==> src/rtl/wave_synth_pkg.sv <==
// wave_synth_pkg: shared waveform codes, LFSR constants and sine table geometry.
package wave_synth_pkg;
  typedef enum logic [2:0] {
    WAVE_SIN   = 3'd0,
    WAVE_TRI   = 3'd1,
    WAVE_SQR   = 3'd2,
    WAVE_NOISE = 3'd3,
    WAVE_SAW   = 3'd4
  } wave_e;
  localparam int LFSR_W = 16;
  localparam logic [LFSR_W-1:0] LFSR_SEED = 16'hACE1;
  // Right-shifting Fibonacci form of taps 16,14,13,11.
  localparam logic [LFSR_W-1:0] LFSR_TAPS = 16'h002D;
  localparam int SIN_DEPTH = 256;
  localparam int SIN_W = 8;
  localparam int SIN_AW = $clog2(SIN_DEPTH);
  localparam logic [SIN_W-1:0] SIN_MID = 8'd128;
endpackage

==> src/rtl/wave_sin_lut.sv <==
// wave_sin_lut: 256x8 unsigned sine table (midscale 128) with one registered read port.
module wave_sin_lut
  import wave_synth_pkg::*;
(
  input  logic              clk,
  input  logic              reset_n,
  input  logic [SIN_AW-1:0] addr,
  output logic [SIN_W-1:0]  data
);
  // Quarter wave round(127*sin(k*pi/128)), k = 0..64; the rest follows by symmetry.
  localparam logic [SIN_W-1:0] QTAB [SIN_DEPTH/4+1] = '{
    8'd0,   8'd3,   8'd6,   8'd9,   8'd12,  8'd16,  8'd19,  8'd22,  8'd25,  8'd28,
    8'd31,  8'd34,  8'd37,  8'd40,  8'd43,  8'd46,  8'd49,  8'd51,  8'd54,  8'd57,
    8'd60,  8'd63,  8'd65,  8'd68,  8'd71,  8'd73,  8'd76,  8'd78,  8'd81,  8'd83,
    8'd85,  8'd88,  8'd90,  8'd92,  8'd94,  8'd96,  8'd98,  8'd100, 8'd102, 8'd104,
    8'd106, 8'd107, 8'd109, 8'd111, 8'd112, 8'd113, 8'd115, 8'd116, 8'd117, 8'd118,
    8'd120, 8'd121, 8'd122, 8'd122, 8'd123, 8'd124, 8'd125, 8'd125, 8'd126, 8'd126,
    8'd126, 8'd127, 8'd127, 8'd127, 8'd127
  };
  logic [SIN_AW-2:0] m;
  assign m = addr[SIN_AW-2] ? -addr[SIN_AW-2:0] : addr[SIN_AW-2:0];
  always_ff @(posedge clk or negedge reset_n)
    if (!reset_n) data <= '0;
    else data <= addr[SIN_AW-1] ? SIN_MID - QTAB[m] : SIN_MID + QTAB[m];
endmodule

==> src/rtl/wave_synth.sv <==
// wave_synth: DDS waveform generator whose shadowed config takes effect on a period wrap.
// Define WAVE_SYNTH_PHASE_OFS_EN to add a phase_ofs input that offsets the table index only.
module wave_synth
  import wave_synth_pkg::*;
#(
  parameter int DATA_W  = 8,
  parameter int PHASE_W = 24,
  parameter int MUL_W   = 3
) (
  input  logic                    clk,
  input  logic                    reset_n,
  input  logic                    en,
  input  logic                    cfg_load,
  input  logic [2:0]              wave_cs,
  input  logic [MUL_W-1:0]        mul,
  input  logic [PHASE_W-1:0]      ftw,
`ifdef WAVE_SYNTH_PHASE_OFS_EN
  input  logic [PHASE_W-1:0]      phase_ofs,
`endif
  output logic                    cfg_pend,
  output logic                    wrap,
  output logic                    q_valid,
  output logic [DATA_W+MUL_W-1:0] q
);
  localparam int QW = DATA_W + MUL_W;
  logic [PHASE_W-1:0] phase, phase_nx, idx_phase, ftw_act, ftw_sh;
  logic [2:0]         wave_act, wave_sh;
  logic [MUL_W-1:0]   mul_act, mul_sh, s_mul;
  logic [LFSR_W-1:0]  lfsr;
  logic [DATA_W-1:0]  p, tri_w, sel, s_other, sample;
  logic [SIN_W-1:0]   sin_q;
  logic               carry, apply, s_is_sin, s_valid;
  assign {carry, phase_nx} = {1'b0, phase} + {1'b0, ftw_act};
  assign wrap  = en & carry;
  // Running: swap config only at a period boundary; idle: swap at once.
  assign apply = cfg_pend & (wrap | ~en);
`ifdef WAVE_SYNTH_PHASE_OFS_EN
  assign idx_phase = phase + phase_ofs;
`else
  assign idx_phase = phase;
`endif
  assign p     = DATA_W'(idx_phase >> (PHASE_W - DATA_W));
  assign tri_w = {p[DATA_W-2:0], 1'b0} ^ {DATA_W{p[DATA_W-1]}};
  always_comb
    sel = wave_act == WAVE_TRI   ? tri_w :
          wave_act == WAVE_SQR   ? {DATA_W{~p[DATA_W-1]}} :
          wave_act == WAVE_NOISE ? lfsr[LFSR_W-1 -: DATA_W] :
          wave_act == WAVE_SAW   ? p : '0;
  wave_sin_lut u_sin (
    .clk     (clk),
    .reset_n (reset_n),
    .addr    (p[DATA_W-1 -: SIN_AW]),
    .data    (sin_q)
  );
  // The sine read is registered inside the LUT, so it joins the mux after stage 2.
  assign sample = s_is_sin ? DATA_W'(sin_q) << (DATA_W - SIN_W) : s_other;
  always_ff @(posedge clk or negedge reset_n)
    if (!reset_n) begin
      {wave_sh, mul_sh, ftw_sh}    <= '0;
      {wave_act, mul_act, ftw_act} <= '0;
      cfg_pend <= 1'b0;
      phase    <= '0;
      lfsr     <= LFSR_SEED;
      s_other  <= '0;
      s_is_sin <= 1'b0;
      s_mul    <= '0;
      s_valid  <= 1'b0;
      q_valid  <= 1'b0;
      q        <= '0;
    end else begin
      if (cfg_load) {wave_sh, mul_sh, ftw_sh} <= {wave_cs, mul, ftw};
      if (apply) {wave_act, mul_act, ftw_act} <= {wave_sh, mul_sh, ftw_sh};
      cfg_pend <= cfg_load | (cfg_pend & ~apply);
      if (en) begin
        phase <= phase_nx;
        lfsr  <= {^(lfsr & LFSR_TAPS), lfsr[LFSR_W-1:1]};
      end
      s_other  <= sel;
      s_is_sin <= wave_act == WAVE_SIN;
      s_mul    <= mul_act;
      s_valid  <= en;
      q_valid  <= s_valid;
      q        <= s_valid ? QW'(sample) * (QW'(s_mul) + QW'(1)) : '0;
    end
endmodule

==> config.mk <==
export PLATFORM = sky130hd
export DESIGN_NAME = wave_synth
export DESIGN_NICKNAME = d
export VERILOG_FILES = /design/src/rtl/wave_synth_pkg.sv /design/src/rtl/wave_sin_lut.sv /design/src/rtl/wave_synth.sv
export SDC_FILE = /design/constraint.sdc
export NUM_CORES = 1
export LEC_CHECK = 0
export ABC_AREA = 1
export BUFFER_PORTS_ARGS = -buffer_cell sky130_fd_sc_hd__buf_4
export CAP_MARGIN = 20
export CORE_MARGIN = 2
export CORE_UTILIZATION = 30
export DETAILED_ROUTE_END_ITERATION = 10
export GPL_TIMING_DRIVEN = 0
export RECOVER_POWER = 50
export SYNTH_ARGS = -nofsm -noshare
export SYNTH_HDL_FRONTEND = slang
export SYNTH_HIERARCHICAL = 1
export SYNTH_SLANG_ARGS = --single-unit
==> constraint.sdc <==
create_clock -name clk -period 8.2 [get_ports clk]
set_input_delay 0.82 -clock clk [delete_from_list [all_inputs] [get_ports clk]]
set_output_delay 0.82 -clock clk [all_outputs]
set_load 0.02 [all_outputs]
==> reports/results.ini, run 1 <==
[setup_path]
r2r_slack_ns=4.32
r2r-end=q[8]$_DFF_PN0_
critPathTopFamily=adder cells
required_ns=8.52
cp_slowest_cell=fa_1
critPathMostFrequentCell=inv_1
arrival_ns=4.20
worst-path-max-fanout=7
worst-path-buf-inv=4
cp-end-kind=flip-flop
crit_type=flip-flop to flip-flop
reg2reg_from=s_mul[0]$_DFF_PN0_
r2r_cells=17
start_kind=flip-flop
max_stage_delay_ns=0.56
crit_path_cell_trace=ha_1, xor2_1, inv_1, or2_2, fa_1, inv_1, fa_1, inv_1, fa_1, inv_1, nand3_1, nand2_1, nand2_1, nand2_1, a21oi_1, xor2_1, nor2_1

[synth]
synth_area_um2=9290
yosysSeqAreaShare_pct=36.2
synth-async-reset-ratio_pct=100
syn_nets=1282
ys.flop_type=dfrtp_1
synth_area_leaders=dfrtp_1 (34%), nand2_1 (13%), inv_1 (6.9%), ha_1 (6.6%), nand3_1 (5.5%)
synthCells=1186
synth.top_cell.area_share_pct=33.9
yosysUniqueCellTypes=45
synth_top_area_cell=dfrtp_1
ys_ff_latch=134
syn_area_per_cell_um2=7.84
synth_warnings=6
synth-edff-count=0

[clocking]
clockBufferDepth=2
postCtsHoldBufs=0
postCtsSetupRepairBufs=0
cts_made_buffers=17
clkTransAtPathRegs_ns=0.06
clk_latency_ns=0.43
postCtsResizedCells=0
h-tree-depth=4
cts_tree=done
cts.sinks=134
cts-root-buf=clkbuf_16

[sta]
maxSlewHeadroom_pct=-152
rsz0062_at_grt=no
fin_crit_ns=3.88
skew_ns=0.00648
finalMaxSlewViolations=68
fmax_ghz=0.258
layout_setup_ws_ns=4.32
hold_viol=0
worst_slew_pin_slew_ns=3.78
final.period_utilization_pct=47.3
setup_tns_ns=0
setup_viol=0

[worst_hold_path]
whs_path_depth=0
min_to=q_valid$_DFF_PN0_
min_from=s_valid$_DFF_PN0_
hold_path.class=flip-flop to flip-flop

[route]
ant_nets=0
routedWlPerCell_um=12.9
wl_met2_mm=10.6
viasPerCell=4.50
dr.max_layer_used=met4
m1WireLength_mm=9.73
routed_wl_mm=21.4
first_iter_violations=489
met3WireLength_um=728
dr.pass1.iters=5
vias=7473
drcViolationCount=0

[floorplanning]
core_um2=30500
dieArea_um2=32400
rows=64
ios=48
fp.dieW_um=180
die-height_um=180
initial_core_util_pct=30.5

[run_status]
violations=max-capacitance violations, max-slew violations
status=finished with violations

[grt]
grt.total_usage_pct=13.8
grt_start_max_net_pins=69
antenna_found_initial=0
grt_overflow=0
grt_pass1_wl_mm=36.6
grt_pass1_vias=7468

[placement]
dpl_worst_slack_ns=4.29
gp_congestion=0.914
port_buffers=47
dp_hpwl_mm=16.3
dp.cells=1630

[cells_and_area]
syn_to_final_growth_pct=15.2
num_antenna_cells=0
fillers=3167
fin_cells=1662
layout.nets=1349
drive_above_1_share_pct=19.4

[run]
max_cap_viol_count=1

[worst max-delay path by stage]
| stage | startpoint | to | slack, ns | depth (start not counted) |
|---|---|---|---|---|
| finish | s_mul[0]$_DFF_PN0_ | q[8]$_DFF_PN0_ | 4.32 | 17 |
| global route | reset_n | ftw_sh[13]$_DFFE_PN0P_ | 3.46 | 1 |
| CTS | idx_phase[16]$_DFFE_PN0P_ | u_sin/data[6]$_DFF_PN0_ | 4.27 | 23 |
| detailed placement | idx_phase[16]$_DFFE_PN0P_ | u_sin/data[6]$_DFF_PN0_ | 4.29 | 23 |
| global placement | idx_phase[16]$_DFFE_PN0P_ | u_sin/data[6]$_DFF_PN0_ | 4.33 | 23 |
| floorplan | s_mul[0]$_DFF_PN0_ | q[10]$_DFF_PN0_ | 4.70 | 17 |
[sequential cells by signal (all words and copies together) (netlist names), 3 cells and up]
| register | flops |
|---|---|
| ftw_act | 24 |
| ftw_sh | 24 |
| idx_phase | 24 |
| lfsr | 16 |
| mul_act | 3 |
| mul_sh | 3 |
| q | 11 |
| s_mul | 3 |
| s_other | 8 |
| u_sin/data | 8 |
| wave_act | 3 |
| wave_sh | 3 |
[cell usage in the layout, fill, tap and decap left out, types with 13 or more instances in the layout]
cell type  count
nand2_1      327
inv_1        170
dfrtp_1      126
nand3_1      102
nor2_1        56
nand2_2       49
ha_1          49
buf_4         47
o21ai_0       39
nand2_4       35
a21oi_1       33
mux2_2        30
clkbuf_1      20
xnor2_1       18
clkbuf_16     17
fa_1          13
[synthesized netlist by cell type, drive strengths merged, types with 8 or more instances]
master / count
inv: 178
dfrtp: 126
buf: 18
nand2: 411
nor3: 13
o21ai: 51
dfstp: 8
nand3: 107
a21oi: 36
nor2: 66
nand3b: 9
fa: 13
nand4: 11
xnor2: 18
ha: 49
clkbuf: 15
mux2: 30
[routing by layer]
metal	GRT usage, %	up-vias
met5	0	-
met4	3.71	0
met3	2.61	26
met2	24.4	132
met1	17.1	3444
li1	-	3871
[metrics by stage]
step                hold slack [ns]  instance area (um2)  util (%)
finish                        0.381                10700      35.1
global route                  0.399                10700      35.1
CTS                           0.381                10700      35.2
detailed placement            0.368                10200      33.3
global placement              0.362                10100      33.2
floorplan                     0.352                 9290         -
[final cells by class]
cell class,count,area [um2],area share (%)
Tap cell,396,495,4.63
Inverter,178,668,6.24
Multi-Input combinational cell,841,5030,47.0
Clock buffer,20,457,4.26
Buffer,33,231,2.16
Sequential cell,134,3360,31.4
Timing Repair Buffer,48,369,3.45
Clock inverter,12,96.3,0.900
[cells by family (layout without fill, tap and decap cells)]
family                     count (synthesis)  in the layout  synth area share, %
and+or+nand+nor                          627            627                 33.1
buffers and inverters                    211            291                 9.69
DFF                                      134            134                 36.2
AOI/OAI and AO/OA                         98             98                 5.72
adders and majority gates                 62             62                 9.40
muxes                                     32             32                 3.85
xor gates and xnor gates                  22             22                 2.07
Power of run 1 is not shown: default switching activity piles up to over one toggle a cycle in this logic, so the estimate is an artifact.
==> inputs of run 2 (changes only) <==
==> constraint.sdc (replaced) <==
create_clock -name clk -period 3.66 [get_ports clk]
set_input_delay 0.366 -clock clk [delete_from_list [all_inputs] [get_ports clk]]
set_output_delay 0.366 -clock clk [all_outputs]
set_load 0.02 [all_outputs]
==> reports/results.ini, run 2 (synthesis gave the netlist of run 1 again) <==
[clocking]
cts-root-buf=clkbuf_16
h-tree-depth=4  ; unchanged
clkTransAtPathRegs_ns=0.06  ; about the same
cts_tree=done
clockBufferDepth=2  ; unchanged
clk_latency_ns=0.43  ; about the same
cts.sinks=134  ; unchanged
cts_made_buffers=17  ; unchanged

[sta]
hold_viol=0  ; unchanged
holdWs_ns=0.165  ; -0.216 ns
fmax_ghz=0.289  ; +12%
worst_slew_pin_slew_ns=1.73  ; -2.06 ns
maxSlewHeadroom_pct=-15.0  ; +140 points
fin_crit_ns=3.46  ; -0.425 ns
finalMaxSlewViolations=69  ; +1.5%
setup_viol=0  ; unchanged
final.period_utilization_pct=94.4  ; +47 points
skew_ns=0.00624  ; -0.000235 ns
rsz0062_at_grt=yes

[route]
viasPerCell=4.48  ; -0.30%
drcViolationCount=0  ; unchanged
ant_nets=0  ; unchanged
dr.pass1.iters=5  ; unchanged
routedWlPerCell_um=12.9  ; +0.47%
vias=7482  ; +0.12%
first_iter_violations=468  ; -4.3%
routed_wl_mm=21.6  ; +0.89%

[run_status]
violations=max-capacitance violations, max-slew violations
status=finished with violations

[floorplanning]
ios=48  ; unchanged
core_um2=30500  ; unchanged
initial_core_util_pct=30.5  ; unchanged
fp.dieW_um=180  ; unchanged
rows=64  ; unchanged
dieArea_um2=32400  ; unchanged
die-height_um=180  ; unchanged

[grt]
antenna_found_initial=0  ; unchanged
grt.total_usage_pct=13.9  ; +0.084 points
grt_pass1_wl_mm=36.8  ; +0.43%
grt_pass1_vias=7497  ; +0.39%
grt_overflow=0  ; unchanged
grt_start_max_net_pins=69  ; unchanged

[placement]
gp_congestion=0.914  ; unchanged
port_buffers=47  ; unchanged
dp_hpwl_mm=16.3  ; unchanged

[setup_path]
arrival_ns=3.77  ; -0.43 ns
start_kind=flip-flop
cp-end-kind=flip-flop
crit_type=flip-flop to flip-flop
worst-path-max-fanout=6  ; -1
required_ns=3.97  ; -4.55 ns

[cells_and_area]
drive_above_1_share_pct=19.9  ; +0.44 points
syn_to_final_growth_pct=15.7
final_common_cell=nand2_1
layout.nets=1356  ; +0.52%
layout_common_cells=nand2_1 (326), inv_1 (166), dfrtp_1 (124), nand3_1 (102), nor2_1 (56)
num_antenna_cells=0  ; unchanged
fillers=3178  ; +0.35%

[run]
max_cap_viol_count=1  ; unchanged

[worst_hold_path]
hold_path.class=input pin to flip-flop

-- run 2: path summary, 6_finish.rpt --
| kind | slack [ns] | start | to | depth (start not counted) |
|---|---|---|---|---|
| max reg2reg | 0.20 | s_mul[0]$_DFF_PN0_ | q[8]$_DFF_PN0_ | 17 |
| min reg2reg | 0.38 | s_valid$_DFF_PN0_ | q_valid$_DFF_PN0_ | 0 |
| min | 0.17 | ftw[17] | ftw_sh[17]$_DFFE_PN0P_ | 2 |
| min in group asynchronous | 0.93 | reset_n | q[1]$_DFF_PN0_ | 2 |
| max in group asynchronous | 0.85 | reset_n | idx_phase[16]$_DFFE_PN0P_ | 3 |
| max | 0.20 | s_mul[0]$_DFF_PN0_ | q[8]$_DFF_PN0_ | 17 |
-- run 2: layout make-up --
class                           instances  area (um2)  share of cell area, %
Timing Repair Buffer                   55         360                   3.35
Tap cell                              396         495                   4.61
Multi-Input combinational cell        841        5070                   47.1
Buffer                                 33         235                   2.19
Clock inverter                         12        96.3                  0.896
Inverter                              178         672                   6.25
Sequential cell                       134        3370                   31.3
Clock buffer                           20         457                   4.25
-- run 2: per-layer routing --
| metal | track usage (%) | vias up | share of wire [%] | wire length [um] |
|---|---|---|---|---|
| li1 | - | 3885 | - | - |
| met1 | 17.1 | 3452 | 46 | 9900 |
| met2 | 24.7 | 118 | 49 | 10600 |
| met3 | 2.61 | 27 | 3.2 | 684 |
| met4 | 3.77 | 0 | 1.8 | 391 |
| met5 | 0 | - | 0 | 0 |
-- run 2: critical path: stages (launching register included) --
cell and delay (ns):
dfrtp_2 0.44, ha_4 0.17, xor2_2 0.17, inv_2 0.09, or2_4 0.26, fa_1 0.50, inv_1 0.05, fa_1 0.52
inv_1 0.07, fa_2 0.38, inv_2 0.07, nand3_1 0.08, nand2_2 0.09, nand2_1 0.06, nand2_1 0.07, a21oi_1 0.07
xor2_1 0.19, nor2_1 0.06
-- run 2: repair_timing --
item                                    CTS  global route
gates resized for setup                   5            14
pin swaps                                 0             4
endpoints found under the hold margin    50             0
hold buffers                              1             0
setup buffers                             3             3
endpoints found under the setup margin    5             8
-- run 2: per-stage QoR --
stage               setup slack [ns]  instance area (um2)  util (%)  TNS [ns]  std cells
floorplan                      0.164                 9290         -         0       1186
global placement              -0.212                10100      33.2    -0.668       1629
detailed placement            -0.252                10200      33.3    -0.854       1630
CTS                          0.00540                10800      35.3         0       1666
global route                -0.00404                10800      35.2  -0.00404       1669
finish                         0.203                10800      35.2         0       1669
Power of run 2 is left out for the same reason.
==> inputs of run 3 (changes only) <==
--- a/config.mk
+++ b/config.mk
@@ -13,6 +13,7 @@
 export DETAILED_ROUTE_END_ITERATION = 10
 export GPL_TIMING_DRIVEN = 0
 export RECOVER_POWER = 50
+export REMOVE_ABC_BUFFERS = 1
 export SYNTH_ARGS = -nofsm -noshare
 export SYNTH_HDL_FRONTEND = slang
 export SYNTH_HIERARCHICAL = 1
==> reports/results.ini, run 3 (synthesis gave the netlist of run 1 again) <==
[run_status]
status=finished with violations
violations=max-capacitance violations, max-slew violations

[cells_and_area]
num_antenna_cells=0  ; unchanged
layout_common_cells=nand2_1 (326), inv_1 (165), dfrtp_1 (123), nand3_1 (101), nor2_1 (56)
final_common_cell=nand2_1
layout.nets=1328  ; -2.1%
post-route-util_pct=34.8  ; -0.40 points
drive_above_1_share_pct=19.8  ; -0.12 points
fillers=3170  ; -0.25%
syn_to_final_growth_pct=14.4

[sta]
final.period_utilization_pct=93.2  ; -1.3 points
hold_viol=0  ; unchanged
finalMaxSlewViolations=151  ; +120%
holdWs_ns=0.154  ; -0.0112 ns
setup_tns_ns=0  ; unchanged
rsz0062_at_grt=no
setup_viol=0  ; unchanged
fmax_ghz=0.293  ; +1.4%
skew_ns=0.0179  ; +0.0117 ns
worst_slew_pin_slew_ns=1.95  ; +0.226 ns
maxSlewHeadroom_pct=-30.1  ; -15 points
fin_crit_ns=3.41  ; -0.0472 ns

[clocking]
cts-root-buf=clkbuf_16
cts_made_buffers=17  ; unchanged
cts.sinks=134  ; unchanged
clockBufferDepth=2  ; unchanged
clkTransAtPathRegs_ns=0.08  ; +0.02 ns
cts_tree=done
h-tree-depth=4  ; unchanged
clk_latency_ns=0.44  ; about the same

[setup_path]
required_ns=3.98  ; about the same
crit_type=flip-flop to flip-flop
worst-path-buf-inv=4  ; unchanged
worst-path-max-fanout=5  ; -1
start_kind=flip-flop
arrival_ns=3.73  ; -0.04 ns
crit_start=s_mul[0]$_DFF_PN0_
cp_slowest_cell=fa_1
reg2reg_from=s_mul[0]$_DFF_PN0_
critPathTopFamily=adder cells
cp-end-kind=flip-flop
critPathMostFrequentCell=inv_2
r2r_slack_ns=0.25  ; +0.05 ns
crit_path_cell_trace=ha_4, xor2_2, inv_2, or2_4, fa_1, inv_1, fa_1, inv_2, fa_2, inv_2, nand3_2, nand2_2, nand2_1, nand2_1, a21oi_1, xor2_1, nor2_1
max_stage_delay_ns=0.55  ; +0.03 ns

[grt]
antenna_found_initial=0  ; unchanged
grt_start_max_net_pins=76  ; +10%
grt_pass1_vias=7234  ; -3.5%
grt.total_usage_pct=12.8  ; -1.1 points
grt_overflow=0  ; unchanged
grt_pass1_wl_mm=34.6  ; -6.0%

[route]
ant_nets=0  ; unchanged
dr.pass1.iters=5  ; unchanged
drcViolationCount=0  ; unchanged
viasPerCell=4.49  ; +0.24%
first_iter_violations=314  ; -33%
routed_wl_mm=19.7  ; -8.4%
routedWlPerCell_um=12.0  ; -6.9%
vias=7374  ; -1.4%

[floorplanning]
core_um2=30500  ; unchanged
die-height_um=180  ; unchanged
dieArea_um2=32400  ; unchanged
rows=64  ; unchanged
fp.dieW_um=180  ; unchanged
ios=48  ; unchanged
initial_core_util_pct=30.5  ; unchanged

[placement]
dp_hpwl_mm=14.5  ; -11%
port_buffers=47  ; unchanged
gp_congestion=0.862  ; -5.7%

[worst_hold_path]
hold_path.class=input pin to flip-flop
min_from=ftw[0]

[run]
max_cap_viol_count=3  ; +2

-- run 3: cell types whose count changed in the layout (fill, tap and decap cells not counted), sizes merged --
cell,change
clkinvlp,-4
buf,-9
clkbuf,-22
inv,+7
-- run 3: repair_timing --
item	4_1_cts	5_1_grt
resized for setup	8	9
endpoints found under the hold margin	18	0
pin swaps	2	4
buffers inserted	2	7
hold buffers	1	0
endpoints found under the setup margin	5	37
-- run 3: metrics by stage --
| step | std cells | setup slack [ns] | area, um2 |
|---|---|---|---|
| after floorplan | 1153 | 0.164 | 9060 |
| final | 1641 | 0.251 | 10600 |
| after global placement | 1596 | -0.148 | 9910 |
| after CTS | 1634 | 0.0365 | 10600 |
| after global routing | 1641 | 0.00640 | 10600 |
| after detailed placement | 1599 | -0.257 | 9990 |
-- run 3: worst paths after layout --
kind	to	depth (start not counted)
setup / recovery	q[8]$_DFF_PN0_	17
hold / removal	ftw_sh[0]$_DFFE_PN0P_	2
setup reg to reg	q[8]$_DFF_PN0_	17
hold reg to reg	s_mul[1]$_DFF_PN0_	0
max in group asynchronous	s_is_sin$_DFF_PN0_	3
min in group asynchronous	q[3]$_DFF_PN0_	2
-- run 3: cell type report --
class                   instances  area (um2)  share of cell area (%)
well taps                     396         495                    4.66
multi-input cells             841        5080                    47.8
inverters                     178         672                    6.32
clock buffers                  17         425                    4.00
clock inverters                15         154                    1.45
repair buffers                 60         438                    4.12
flip-flops and latches        134        3370                    31.7
-- run 3: metal layers --
| metal | vias to the layer above | track usage [%] | wire length, um |
|---|---|---|---|
| met5 | - | 0 | 0 |
| met4 | 0 | 3.64 | 342 |
| met3 | 28 | 2.45 | 541 |
| met2 | 99 | 22.1 | 9630 |
| met1 | 3425 | 16.3 | 9230 |
| li1 | 3822 | - | - |
Power of run 3 is left out for the same reason.
